==> src/rtl/serv_pc_ctrl_pkg.sv <==
// Shared constants for the serial program-counter control unit.
package serv_pc_ctrl_pkg;

  // Reset strategies, encoded as their four ASCII characters.
  localparam logic [31:0] RST_MINI = "MINI";
  localparam logic [31:0] RST_NONE = "NONE";

  // Default reset vector.
  localparam logic [31:0] DEFAULT_RESET_PC = 32'd0;

  // Architectural PC width.
  localparam int unsigned PC_W = 32;

endpackage

==> src/rtl/serv_pc_ctrl_sadd.sv <==
// One-bit serial full adder; carry is kept across cycles while enabled
// and dropped on the first idle cycle, so each operand stream starts clean.
module serv_pc_ctrl_sadd
  import serv_pc_ctrl_pkg::*;
#(
  parameter logic [31:0] RESET_STRATEGY = RST_MINI
) (
  input  logic clk,
  input  logic rst_n,
  input  logic en_i,
  input  logic a_i,
  input  logic b_i,
  output logic sum_o_c
);

  logic cy_q;
  logic cy_d;
  logic cy_c;

  // Sum and carry of the current bit position.
  assign {cy_c, sum_o_c} = 2'(a_i) + 2'(b_i) + 2'(cy_q);
  assign cy_d            = en_i & cy_c;

  generate
    if (RESET_STRATEGY == RST_NONE) begin : g_no_rst
      // Carry flop without reset.
      always_ff @(posedge clk) begin
        cy_q <= cy_d;
      end
    end else begin : g_rst
      // Carry flop, cleared by reset.
      always_ff @(posedge clk or negedge rst_n) begin
        if (!rst_n) cy_q <= 1'b0;
        else        cy_q <= cy_d;
      end
    end
  endgenerate

endmodule

==> src/rtl/serv_pc_ctrl.sv <==
// Bit-serial PC control: holds the PC and shifts in the next PC LSB first.
module serv_pc_ctrl
  import serv_pc_ctrl_pkg::*;
#(
  parameter logic [31:0] RESET_STRATEGY = RST_MINI,
  parameter logic [31:0] RESET_PC       = DEFAULT_RESET_PC,
  parameter bit          WITH_CSR       = 1'b1,
  parameter int unsigned W              = 1
) (
  input  logic            clk,
  input  logic            i_rst_n,
  input  logic            i_pc_en,
  input  logic            i_cnt12to31,
  input  logic            i_cnt0,
  input  logic            i_cnt1,
  input  logic            i_cnt2,
  input  logic            i_jump,
  input  logic            i_jal_or_jalr,
  input  logic            i_utype,
  input  logic            i_pc_rel,
  input  logic            i_trap,
  input  logic            i_iscomp,
  input  logic [W-1:0]    i_imm,
  input  logic [W-1:0]    i_buf,
  input  logic [W-1:0]    i_csr_pc,
  output logic [W-1:0]    o_rd,
  output logic [W-1:0]    o_bad_pc,
  output logic [PC_W-1:0] o_ibus_adr
);

  logic [PC_W-1:0] pc_q;
  logic [PC_W-1:0] pc_d;
  logic            plus_c;
  logic            p4_c;
  logic            off_a_c;
  logic            off_b_c;
  logic            po_c;
  logic            poa_c;
  logic            new_pc_c;

  // Increment operand: 2 for compressed, 4 otherwise.
  assign plus_c = i_iscomp ? i_cnt1 : i_cnt2;

  serv_pc_ctrl_sadd #(.RESET_STRATEGY(RESET_STRATEGY)) u_inc (
    .clk     (clk),
    .rst_n   (i_rst_n),
    .en_i    (i_pc_en),
    .a_i     (pc_q[0]),
    .b_i     (plus_c),
    .sum_o_c (p4_c)
  );

  // Offset operands: PC-relative base plus upper immediate or buffered target.
  assign off_a_c = i_pc_rel & pc_q[0];
  assign off_b_c = i_utype ? (i_imm[0] & i_cnt12to31) : i_buf[0];

  serv_pc_ctrl_sadd #(.RESET_STRATEGY(RESET_STRATEGY)) u_off (
    .clk     (clk),
    .rst_n   (i_rst_n),
    .en_i    (i_pc_en),
    .a_i     (off_a_c),
    .b_i     (off_b_c),
    .sum_o_c (po_c)
  );

  // Jump targets are always halfword aligned.
  assign poa_c = po_c & ~i_cnt0;

  generate
    if (WITH_CSR) begin : g_csr
      // Trap/mret vector wins over jump; its low two bits are forced to zero.
      always_comb begin
        new_pc_c = p4_c;
        if (i_trap)      new_pc_c = i_csr_pc[0] & ~(i_cnt0 | i_cnt1);
        else if (i_jump) new_pc_c = poa_c;
      end
    end else begin : g_no_csr
      // No trap path: jump target or increment.
      always_comb begin
        new_pc_c = p4_c;
        if (i_jump) new_pc_c = poa_c;
      end
    end
  endgenerate

  // Shift the next-PC bit in at the top while enabled.
  always_comb begin
    pc_d = pc_q;
    if (i_pc_en) pc_d = {new_pc_c, pc_q[PC_W-1:1]};
  end

  generate
    if (RESET_STRATEGY == RST_NONE) begin : g_pc_no_rst
      // PC register without reset.
      always_ff @(posedge clk) begin
        pc_q <= pc_d;
      end
    end else begin : g_pc_rst
      // PC register, loaded with the reset vector.
      always_ff @(posedge clk or negedge i_rst_n) begin
        if (!i_rst_n) pc_q <= RESET_PC;
        else          pc_q <= pc_d;
      end
    end
  endgenerate

  assign o_ibus_adr = pc_q;
  assign o_bad_pc   = W'(poa_c);
  assign o_rd       = W'((i_utype & poa_c) | (i_jal_or_jalr & p4_c));

endmodule

==> config.mk <==
export PLATFORM = sky130hd
export DESIGN_NAME = serv_pc_ctrl
export DESIGN_NICKNAME = d
export VERILOG_FILES = /design/src/rtl/serv_pc_ctrl_pkg.sv /design/src/rtl/serv_pc_ctrl_sadd.sv /design/src/rtl/serv_pc_ctrl.sv
export SDC_FILE = /design/constraint.sdc
export NUM_CORES = 1
export LEC_CHECK = 0
export ABC_CLOCK_PERIOD_IN_PS = 5200
export BUFFER_PORTS_ARGS = -buffer_cell sky130_fd_sc_hd__buf_2
export CAP_MARGIN = 25
export CORE_MARGIN = 2
export CORE_UTILIZATION = 55
export CTS_BUF_LIST = sky130_fd_sc_hd__clkbuf_4 sky130_fd_sc_hd__clkbuf_8
export CTS_CLUSTER_DIAMETER = 80
export CTS_CLUSTER_SIZE = 28
export DETAILED_ROUTE_END_ITERATION = 10
export PLACE_DENSITY_LB_ADDON = 0.12
export SKIP_CTS_REPAIR_TIMING = 1
export SYNTH_ARGS = -nofsm -noshare
export SYNTH_HDL_FRONTEND = slang
export SYNTH_SLANG_ARGS = --single-unit
==> constraint.sdc <==
create_clock -name clk -period 5.2 [get_ports clk]
set_input_delay 1.3 -clock clk [delete_from_list [all_inputs] [get_ports clk]]
set_output_delay 1.3 -clock clk [all_outputs]
set_load 0.1 [all_outputs]
# --- Word-level counts from Yosys, hierarchy flattened ---
# Cells that the tools add are included.
word_totals:
  input_bits: 16
  elab_cells: 23
  regBits: 34
classes:
  bitwise_logic: 12
  n_mux: 4
  addsub: 4
op_table:
  columns: ["operator", "n"]
  rows:
  - ["$and 1x1->1", 8]
  - ["$add 1x1->2", 2]
  - ["$add 2x1->2", 2]
  - ["$mux 1", 4]
  - ["$not 1->1", 2]
  - ["$or 1x1->1", 2]

# --- Longest topological paths before layout ---
logic_depth:
  word_depth: 7
  depth_mapped: 5

# --- Hierarchy ---
# From an unflattened synthesis, not the netlist that was laid out.
hier_totals:
  hier_cells: 93
  area_unflattened_um2: 1451.4
by_module_without_submodules:
  columns: ["mod", "instances", "area_per_inst_um2", "cells_each", "seq_area_each_um2"]
  rows:
  - ["serv_pc_ctrl", 1, 1303.8, 79, 800.8]
  - ["serv_pc_ctrl_sadd", 2, 73.8, 7, 25.0]

# --- Least setup slack after synthesis ---
# No wires, ideal clock.
synth_timing:
  path_type: "input port to output port"
  start: "in i_buf"
  end: "out o_rd"
  n_path_buf: 0
  t_arrival_ns: 4.240
  setup_slack_ns: -0.340
  path_stages: 5
  path_cell_list: "nor2b_1 a31oi_1 fa_1 nor2_1 a22o_1"
synth_between:
  elab_chain_len: 6
synth_rtl:
  columns: ["item", "line_no", "rtl"]
  rows:
  - ["start: declaration", "serv_pc_ctrl.sv:24", "input logic [W-1:0] i_buf,"]
  - ["$mux 1", "serv_pc_ctrl.sv:55", "assign off_b_c = i_utype ? (i_imm[0] & i_cnt12to31) : i_buf[0];"]
  - ["$add 1x1->2", "serv_pc_ctrl_sadd.sv:21", "assign {cy_c, sum_o_c} = 2'(a_i) + 2'(b_i) + 2'(cy_q);"]
  - ["$add 2x1->2", "serv_pc_ctrl_sadd.sv:21", null]
  - ["$and 1x1->1", "serv_pc_ctrl.sv:67", "assign poa_c = po_c & ~i_cnt0;"]
  - ["via o_bad_pc", "serv_pc_ctrl.sv:27", "output logic [W-1:0] o_bad_pc,"]
  - ["$and 1x1->1", "serv_pc_ctrl.sv:109", "assign o_rd = W'((i_utype & poa_c) | (i_jal_or_jalr & p4_c));"]
  - ["$or 1x1->1", "serv_pc_ctrl.sv:109", null]
  - ["end: declaration", "serv_pc_ctrl.sv:26", "output logic [W-1:0] o_rd,"]
# The timed path passes the listed nets, and every way through them passes these cells.

# --- Final worst setup path ---
layout_timing:
  start: "in i_buf"
  end: "out o_rd"
layout_between:
  elab_chain_len: 6
layout_rtl:
  columns: ["item", "line_no"]
  rows:
  - ["$mux 1", "serv_pc_ctrl.sv:55"]
  - ["$add 1x1->2", "serv_pc_ctrl_sadd.sv:21"]
  - ["$add 2x1->2", "serv_pc_ctrl_sadd.sv:21"]
  - ["$and 1x1->1", "serv_pc_ctrl.sv:67"]
  - ["$and 1x1->1", "serv_pc_ctrl.sv:109"]
  - ["$or 1x1->1", "serv_pc_ctrl.sv:109"]
# No other way between the ends.

==> metrics.md <==
| Metric | Value |
|---|---|
| Number of synthesized flops with an enable pin | `0` |
| Std-Cell Rows | `18` |
| I/O pin count | `50` |
| Initial antenna violation count | `0` |
| DRC viols | `0` |
| Vias in the first global route | `a little under 900` |
| CTS sink count | `34` |
| Main combinational cell family by area after synthesis | `multiplexers` |
| Reg2reg end | `o_ibus_adr[31]` |
| Worst Hold Launch | `o_ibus_adr[25]` |
| Main flop type after synthesis | `dfrtp_1` |
| CP Class | `input pin to output port` |
| First-pass GRT wire length | `4.25 mm` |
| Post-Route Utilization | `0.706` |
| CTS tree | `yes` |
| Final setup viols | `0` |
| Clock Skews | `0.00650 ns` |
| Critical path required time | `~3.9 ns` |
| RSZ-0062 raised after global routing | `false` |
| Syn-to-layout area delta | `19.6%` |
| Area share of the largest cell type after synthesis | `0.566` |
| Number of synthesized register bits | `34` |
| Reg clk slew, reported paths | `around 0.10 ns` |
| Layout cell share with drive strength beyond 1 | `0.624` |
| Total track usage | `0.177` |
| DR vias/cell | `5.10` |
| Cell taking the most area after synthesis | `dfrtp_1` |
| Post-synth ARST share | `1.00` |
| Crit path top cell by count | `buf_2` |
| HPWL after DPL | `1.71 mm` |
| Slowest-stage cell, CP | `fa_1` |
| Drt first-iter violations | `15` |
| Drt pass-1 iters | `4` |
| FF/Latch Area | `between 800 and 900 µm²` |
| Worst hold endpoint | `o_ibus_adr[24]` |
| Avg Cell Area, Syn | `16.9 µm²` |
| Tmin final | `around 4.2 ns` |
| Antenna cells | `0` |
| Worst-case clock buffer depth | `2` |
| Die X | `approximately 56 µm` |
| Startpoint types | `input pin` |
| Fin crit share | `0.799` |
| Hold Path Class | `flip-flop to flip-flop` |
| Max-cap violations | `0` |
| Root Buffer | `clkbuf_4` |
| Most common cell in the netlist | `dfrtp_1` |
| Critical path peak fanout | `2` |
| YS warnings | `0` |
| Reg2reg start | `o_ibus_adr[0]` |
| Die Y | `56.3 µm` |
| RD Place Congestion | `0.685` |
| Synth Area in Compound Gates | `0.0250` |
| Post-Syn Area | `0.00150 mm²` |
| Reg2reg setup slack | `3.63 ns` |
| DR vias | `between 800 and 900` |
| Cells on worst reg2reg path | `4` |
| Htree depth | `2` |
| Core Region | `~0.0025 mm²` |
| Simple-Gate Fraction of Synth Area | `0.0324` |
| Outcome | `finished clean` |
| Initial Util | `0.591` |
| Worst-skew pair later-pin latency | `0.32 ns` |
| Post-synthesis instance total | `89` |
| Syn Nets | `107` |
| Final hold viol count | `0` |
| CP cell instances | `buf_2 > nor2b_1 > a31oi_1 > fa_1 > nor2_2 > a22o_1 > buf_2` |
| Largest net degree at the start of global routing | `37` |
| GRT overflow | `0` |
| Cts bufs inserted | `5` |
| Post-Route WL | `2.50 mm` |
| Worst-Margin Slew | `between 0.9 and 1 ns` |
| Post-route setup TNS | `0 ns` |
| Synth area leaders | `dfrtp_1, mux2_4, mux2_2` |
| Max Clk Rate | `between 0.2 and 0.25 GHz` |
| Arr. time, crit path | `2.86 ns` |
| Die area | `0.00317 mm²` |
| I/O Buffers | `49` |
| CP endpoint kind | `output port` |
| Multi-input logic area | `571 µm²` |
| Final layout net count | `158` |
| Max incr delay on CP | `between 0.4 and 0.5 ns` |
| Register area share after synthesis | `0.566` |
| Post-synthesis xor/xnor area fraction | `0` |
| Min-Delay Path Depth | `1` |
| Filler cells | `190` |
| Slew HR | `0.356` |
| Synth cell count leaders | `dfrtp_1, mux2_4, mux2_2, inv_1, nor2b_1` |
| Slew Limit Fails | `0` |
| Mean routed wirelength per cell | `roughly 15 µm` |
| Multiplexer share of the synthesized area | `0.294` |
| Yosys cell types | `19` |
| Number of routed nets with antenna violations | `0` |
| Synth Area in Adders | `0.0266` |
-- critical path: cells and delay by family --
family          cells  cell delay (ns)
fa+ha+maj           1             0.49
simple gates        2             0.23
compound gates      2             0.32
buf+inv             2             0.51
-- layer usage --
layer,vias to the layer above,track usage,part of all wire
met5,-,0,0
met4,0,0.0510,0.0096
met3,4,0.0783,0.075
met2,40,0.237,0.42
met1,420,0.259,0.49
li1,408,-,-
-- sequential cells by signal, summed over array words and instances (netlist names) --
register	cells
o_ibus_adr	32
u_inc.cy_q	1
u_off.cy_q	1
-- layout make-up --
cell class              count  area share
clock buffers               8      0.0438
inverters                   4     0.00835
multi-input cells          46       0.317
flip-flops and latches     34       0.473
well taps                  30      0.0209
repair buffers             49       0.136
-- kinds of logic after synthesis --
family          count (synthesis)
compound gates                  5
fa+ha+maj                       2
buf+inv                         9
flops                          34
mux                            31
simple gates                    8
-- placed cells by master, fill, tap and decap left out, types with 2 or more instances in the layout --
cell type | synthesis | routed
buf_2 | 0 | 49
clkbuf_4 | 0 | 5
clkbuf_8 | 0 | 3
dfrtp_1 | 34 | 34
fa_1 | 2 | 2
inv_1 | 4 | 4
mux2_2 | 5 | 5
mux2_4 | 25 | 25
nand2_1 | 2 | 2
nor2b_1 | 3 | 3
-- per-stage QoR --
step	hold WS (ns)	cells	worst slack [ns]	cell area (µm²)
6_report	0.532	171	1.04	1800
5_1_grt	0.565	171	0.914	1800
4_1_cts	0.537	171	1.04	1800
3_5_place_dp	0.516	163	1.04	1720
3_3_place_gp	0.505	163	1.13	1720
2_1_floorplan	0.558	89	0.166	1510
-- worst max path at each step --
| stage | slack (ns) | start | to | depth (start not counted) |
|---|---|---|---|---|
| after detailed placement | 1.04 | i_buf | o_rd | 7 |
| after global placement | 1.13 | i_buf | o_rd | 7 |
| after floorplan | 0.17 | i_buf | o_rd | 5 |
| after CTS | 1.04 | i_buf | o_rd | 7 |
| final | 1.04 | i_buf | o_rd | 7 |
| after global routing | 0.91 | i_buf | o_rd | 7 |
Power is left out: the tool's default activity adds up to more than one toggle a clock period on the data nets, which glitch-free logic cannot reach.
